`config.mk`:
```
export PLATFORM = sky130hd
export DESIGN_NAME = fetch_stage
export DESIGN_NICKNAME = d
export VERILOG_FILES = /design/src/rtl/fetch_stage.sv
export SDC_FILE = /design/constraint.sdc
export NUM_CORES = 1
export LEC_CHECK = 0
export ABC_AREA = 1
export BUFFER_PORTS_ARGS = -buffer_cell sky130_fd_sc_hd__buf_4
export CORE_ASPECT_RATIO = 0.6
export CORE_UTILIZATION = 43
export DETAILED_ROUTE_END_ITERATION = 6
export GPL_ROUTABILITY_DRIVEN = 0
export PLACE_DENSITY = 0.66
export SLEW_MARGIN = 20
export SYNTH_ARGS = -nofsm -noshare
export SYNTH_HDL_FRONTEND = slang
export SYNTH_SLANG_ARGS = --single-unit
```
`constraint.sdc`:
```
create_clock -name clk -period 2 [get_ports clk]
set_input_delay 0.3 -clock clk [delete_from_list [all_inputs] [get_ports clk]]
set_output_delay 0.3 -clock clk [all_outputs]
set_load 0.02 [all_outputs]
```
`src/rtl/fetch_stage.sv`:
```
// fetch_stage: program counter, imem handshake, skid buffer, stall/redirect handling
module fetch_stage #(
    parameter int              PC_W     = 8,
    parameter logic [PC_W-1:0] RESET_PC = '0
) (
    input  logic            clk,
    input  logic            rst,
    output logic            imem_req,
    output logic [PC_W-1:0] imem_addr,
    input  logic            imem_ack,
    input  logic [15:0]     imem_data,
    input  logic            stall,
    input  logic            redirect,
    input  logic [PC_W-1:0] redirect_pc,
    output logic [15:0]     inst,
    output logic [PC_W-1:0] inst_pc,
    output logic            inst_valid
);
    typedef enum logic [1:0] {FETCH, DRAIN, HOLD} state_t;
    state_t          r_state, w_next;
    logic [PC_W-1:0] r_pc, r_old_pc, r_skid_pc, r_inst_pc;
    logic [15:0]     r_skid, r_inst;
    logic            r_valid;
    logic            w_req;
    logic [PC_W-1:0] w_addr;
    // request decode and next state; HOLD doubles as the skid-buffer-full flag
    always_comb begin
        w_req  = r_state != HOLD;
        w_addr = r_state == DRAIN ? r_old_pc : r_pc;
        w_next = r_state;
        if (redirect) w_next = (w_req && !imem_ack) ? DRAIN : FETCH;
        else if (r_state == FETCH && imem_ack && stall) w_next = HOLD;
        else if (r_state == DRAIN && imem_ack) w_next = FETCH;
        else if (r_state == HOLD && !stall) w_next = FETCH;
    end
    // state register
    always_ff @(posedge clk or posedge rst) begin
        if (rst) r_state <= FETCH;
        else r_state <= w_next;
    end
    // pc, skid buffer and instruction output registers
    always_ff @(posedge clk or posedge rst) begin
        if (rst) begin
            r_pc      <= RESET_PC;
            r_old_pc  <= '0;
            r_skid    <= '0;
            r_skid_pc <= '0;
            r_inst    <= '0;
            r_inst_pc <= '0;
            r_valid   <= 1'b0;
        end else if (redirect) begin
            r_pc     <= redirect_pc;
            r_old_pc <= w_addr;
            r_inst   <= '0;
            r_valid  <= 1'b0;
        end else if (r_state == FETCH) begin
            if (imem_ack) begin
                r_pc <= r_pc + 1'b1;
                if (stall) begin
                    r_skid    <= imem_data;
                    r_skid_pc <= r_pc;
                end else begin
                    r_inst    <= imem_data;
                    r_inst_pc <= r_pc;
                    r_valid   <= 1'b1;
                end
            end else if (!stall) begin
                r_inst  <= '0;
                r_valid <= 1'b0;
            end
        end else if (r_state == DRAIN) begin
            if (!stall) begin
                r_inst  <= '0;
                r_valid <= 1'b0;
            end
        end else if (!stall) begin
            r_inst    <= r_skid;
            r_inst_pc <= r_skid_pc;
            r_valid   <= 1'b1;
        end
    end
    assign imem_req   = w_req;
    assign imem_addr  = w_addr;
    assign inst       = r_inst;
    assign inst_pc    = r_inst_pc;
    assign inst_valid = r_valid;
endmodule

```
; Yosys cells after proc, flatten, opt, wreduce, memory -nomap -nowiden
; Cells that the tools add are included.
[totals]
reg_bits = 67
output_inout_bits = 34
input_bits = 29
[classes]
n_reduce_logical = 15
n_eq_ne = 7
mux = 27
bitwise = 2
n_addsub = 1
[op_table]
columns = cell, n
row1 = 2-to-1 mux 16 bit, 7
row2 = 2-to-1 mux 8 bit, 9
row3 = adder 8 x 1 -> 8 bit (second input constant), 1
row4 = 2-to-1 mux 2 bit, 4
row5 = AND reduction 4 bit, 2
row6 = 2-to-1 mux 1 bit, 7
row7 = logical AND 1 bit, 5
row8 = inequality test 2 bit (second input constant), 2
row9 = inequality test 4 x 1 -> 1 bit (second input constant), 1
row10 = inequality test 4 bit (second input constant), 1
row11 = AND reduction 2 bit, 2
row12 = nonzero test 2 bit, 2
row13 = nonzero test 4 bit, 1
row14 = equality test 2 x 1 -> 1 bit (second input constant), 1
row15 = equality test 2 bit (second input constant), 1
row16 = logical NOT 1 bit, 2
row17 = logical NOT 2 bit, 1
row18 = inequality test 2 x 1 -> 1 bit (second input constant), 1
row19 = NOT 1 bit, 2

; Depth between registers and ports, before layout
[logic_depth]
word_depth = 6
depth_mapped = 8
mapped_depth_nobuf = 7

; Least setup slack after synthesis
; No wires, ideal clock.
[synth_timing]
path_type = reg2out
from = reg r_state[1]
to = out imem_addr[0]
path_buffers = 1
slack_ns = 0.563
stages_incl_launch_ff = 5
t_required_ns = 1.700
arrival_ns = 1.137
cell_sequence = dfrtp_1 inv_2 nand2_4 buf_4 o21ai_1
[synth_between]
elab_chain_cells = 2
[synth_lines]
columns = element, line
row1 = start: declaration, 20  ; state_t r_state, w_next;
row2 = start signal: assignment, 39  ; else r_state <= w_next;
row3 = equality test 2 x 1 -> 1 bit, 29  ; w_addr = r_state == DRAIN ? r_old_pc : r_pc;
row4 = 2-to-1 mux 8 bit, 29
row5 = end: declaration, 9  ; output logic [PC_W-1:0] imem_addr,
; Every way passes these cells.

; Worst setup path in the final report
[layout_timing]
from = reg r_state[1]
to = out imem_addr[1]
; The elaborated chain is that of the path after synthesis.

==> results.sh <==
export IMPL_htree_levels=3
export IMPL_fp_row_count=25
export IMPL_syn_to_final_growth_pct=23.9
export IMPL_fin_nets=603
export IMPL_dieArea_um2=8900
export IMPL_met2WireLength_um=3760
export IMPL_grt_first_pass_wirelength_um=15500
export IMPL_rr_startpoint="r_state[1]"
export IMPL_cts_max_path_buffers=2
export IMPL_r2r_setup_slack_ns=0.50
export IMPL_crit_chain="inv_2 > nand2_8 > o21ai_1 > buf_4"
export IMPL_first_pass_iters=5
export IMPL_switching_share_pct=31.5
export IMPL_met3_length_um=604
export IMPL_layout_drive_gt1_share_pct=18.3
export IMPL_cap_violations=0
export IMPL_cts_root_buf="clkbuf_16"
export IMPL_crit_family="flip-flops"
export IMPL_ys_seq_area_share_pct=45.8
export IMPL_io_pins=63
export IMPL_synth_nets=547
export IMPL_worst_setup_path_start_kind="register"
export IMPL_cpMaxStageDelayCell="dfrtp_1"
export IMPL_synth_cells=517
export IMPL_crit_type="register to output port"
export IMPL_status="complete, no violations"
export IMPL_rsz0062_at_grt="false"
export IMPL_totalWireLength_um=9210
export IMPL_critPathBufInv=2
export IMPL_setup_tns_ns=0
export IMPL_holdWs_ns=0.0451
export IMPL_ctsHoldBuffers=0
export IMPL_vias=3449
export IMPL_drv_slew=0
export IMPL_worst_ep_required_time_ns=1.70
export IMPL_track_usage_pct=23.1
export IMPL_leakagePower_nw=2.54
export IMPL_worstSetupEndpointType="output port"
export IMPL_yosysWarningCount=0
export IMPL_wire_per_inst_um=13.4
export IMPL_routed_via_density=5.03
export IMPL_diodes=0
export IMPL_power_density_nw_per_um2=1060
export IMPL_top_layer="met4"
export IMPL_relSlewSlack_pct=64.0
export IMPL_critPathMaxStageDelay_ns=0.46
export IMPL_detail_route_antenna_nets=0
export IMPL_drc_errors=0
export IMPL_power_frac_comb_pct=26.1
export IMPL_port_buffers=62
export IMPL_ys_ff_latch=67
export IMPL_antenna_found_initial=0
export IMPL_die_h_um=73.5
export IMPL_synth_area_leaders="dfrtp_1 46%, nand2_1 25%, inv_1 5.6%"
export IMPL_cts_tree="done"
export IMPL_setup_viol=0
export IMPL_synth_top_area_share_pct=45.8
export IMPL_grt_start_max_net_pins=68
export IMPL_hpwl_um=6160
export IMPL_insertion_delay_ns=0.33
export IMPL_yosysUniqueCellTypes=24
export IMPL_grt_pass1_vias=3151
export IMPL_grt_remaining_overflow=0
export IMPL_synth_area_um2=3660
export IMPL_synth_top_cell_by_area="dfrtp_1"
export IMPL_syn_avg_cell_area_um2=7.08
export IMPL_period_needed_ns=1.85
export IMPL_p_switching_mw=1.51
export IMPL_start_util_pct=45.4
export IMPL_core_area_um2=8070
export IMPL_pwr_share_seq_pct=37.9
export IMPL_numClockSinks=67
export IMPL_hold_viol=0
export IMPL_drt_iter0_markers=219
export IMPL_tightest_slew_ns=0.538
export IMPL_max_freq_mhz=540
export IMPL_die_w_um=121
export IMPL_numCtsBuffers=9
export IMPL_hp_class="input port to async pin"
export IMPL_wl_met1_um=4770
export IMPL_ir_drop_mv=0.523
export IMPL_cp_startpoint="r_state[1]"
export IMPL_finalClockSkew_ns=0.00418
export IMPL_clkTransAtPathRegs_ns=0.06
export IMPL_fin_util_pct=56.2
export IMPL_power_share_clock_pct=36.0
export IMPL_worstPathArrival_ns=1.55
export IMPL_internal_power_mw=3.29
export IMPL_fin_crit_sh_pct=92.6
export IMPL_crit_path_max_fanout=32
export IMPL_fill_cells=768
## layer usage
| metal | track usage, % | vias up |
|---|---|---|
| met1 | 34.4 | 1590 |
| li1 | - | 1721 |
| met3 | 5.75 | 9 |
| met2 | 33.0 | 129 |
| met4 | 6.72 | 0 |
| met5 | 0 | - |
## power by group through the flow
stage / clock network, mW / logic (mW) / registers (mW)
finish: 1.73 / 1.25 / 1.82
global route: 1.83 / 1.41 / 1.86
CTS: 1.76 / 1.25 / 1.82
detailed placement: 0 / 1.25 / 1.84
global placement: 0 / 1.22 / 1.83
floorplan: 0 / 0.713 / 1.93
## registers in the layout (all words and copies together), names as in the netlist
register / flops
r_state: 2
inst_valid: 1
r_skid: 16
r_skid_pc: 8
inst: 16
r_pc: 8
inst_pc: 8
r_old_pc: 8
## worst min-delay path, stage by stage
cell and delay, ns:
buf_4 0.11, inv_2 0.06, buf_12 0.31
## cell families (layout without fill, tap and decap cells)
group,after synthesis,count (layout),share of synthesized area (%)
AO/OA/AOI/OAI,58,58,8.78
buffers and inverters,86,147,10.3
XOR/XNOR,1,1,0.239
AND/OR/NAND/NOR,304,304,34.6
adder cells (fa/ha/maj),1,1,0.342
flip-flops,67,67,45.8
## cells in the mapped netlist (all sizes together)
| cell type | instances |
|---|---|
| inv | 61 |
| nand3 | 28 |
| nand4 | 16 |
| nor2 | 6 |
| nand3b | 1 |
| buf | 22 |
| o211ai | 5 |
| nand2 | 253 |
| clkbuf | 3 |
| o21ai | 53 |
| ha | 1 |
| xnor2 | 1 |
| dfrtp | 67 |
## cells in the final DEF (no fill, tap or decap), types with 2 or more instances in the layout
cell,instances
buf_12,2
nand2_2,3
clkbuf_8,2
inv_1,54
nand4_1,16
inv_2,7
o21ai_0,35
nand3_1,27
dfrtp_1,67
o21ai_2,5
o21ai_1,13
nor2_4,2
clkbuf_16,9
buf_4,68
bufinv_16,2
nand2_1,248
nor2_1,3
o211ai_1,5
## worst paths after layout
check,cells past startpoint,end
max in group asynchronous,3,inst[6]
max,4,imem_addr[1]
max reg2reg,7,r_skid[9]
min,3,r_skid_pc[1]
min reg2reg,2,inst_pc[7]
min in group clk,3,r_pc[3]
## layout make-up
class	count	area, um2	area share (%)
Clock inverter	4	72.6	1.60
Clock buffer	12	256	5.65
Tap cell	108	135	2.98
Sequential cell	67	1680	37.0
Multi-Input combinational cell	364	1620	35.6
Inverter	61	229	5.05
Timing Repair Buffer	70	551	12.1
## metrics by stage
| step | setup slack, ns | area (um2) | cells | total power [mW] |
|---|---|---|---|---|
| 6_report | 0.148 | 4540 | 686 | 4.80 |
| 4_1_cts | 0.0402 | 4530 | 686 | 4.83 |
| 5_1_grt | 0.0353 | 4540 | 686 | 5.10 |
| 2_1_floorplan | 0.0168 | 3660 | 517 | 2.64 |
| 3_5_place_dp | 0.392 | 4200 | 670 | 3.08 |
| 3_3_place_gp | 0.507 | 4200 | 670 | 3.05 |
## timing repair
action,4_1_cts,5_1_grt
buffers inserted,0,0
gates resized for setup,0,1
setup endpoints to repair,0,8
Power figures use the tool's default switching activity.
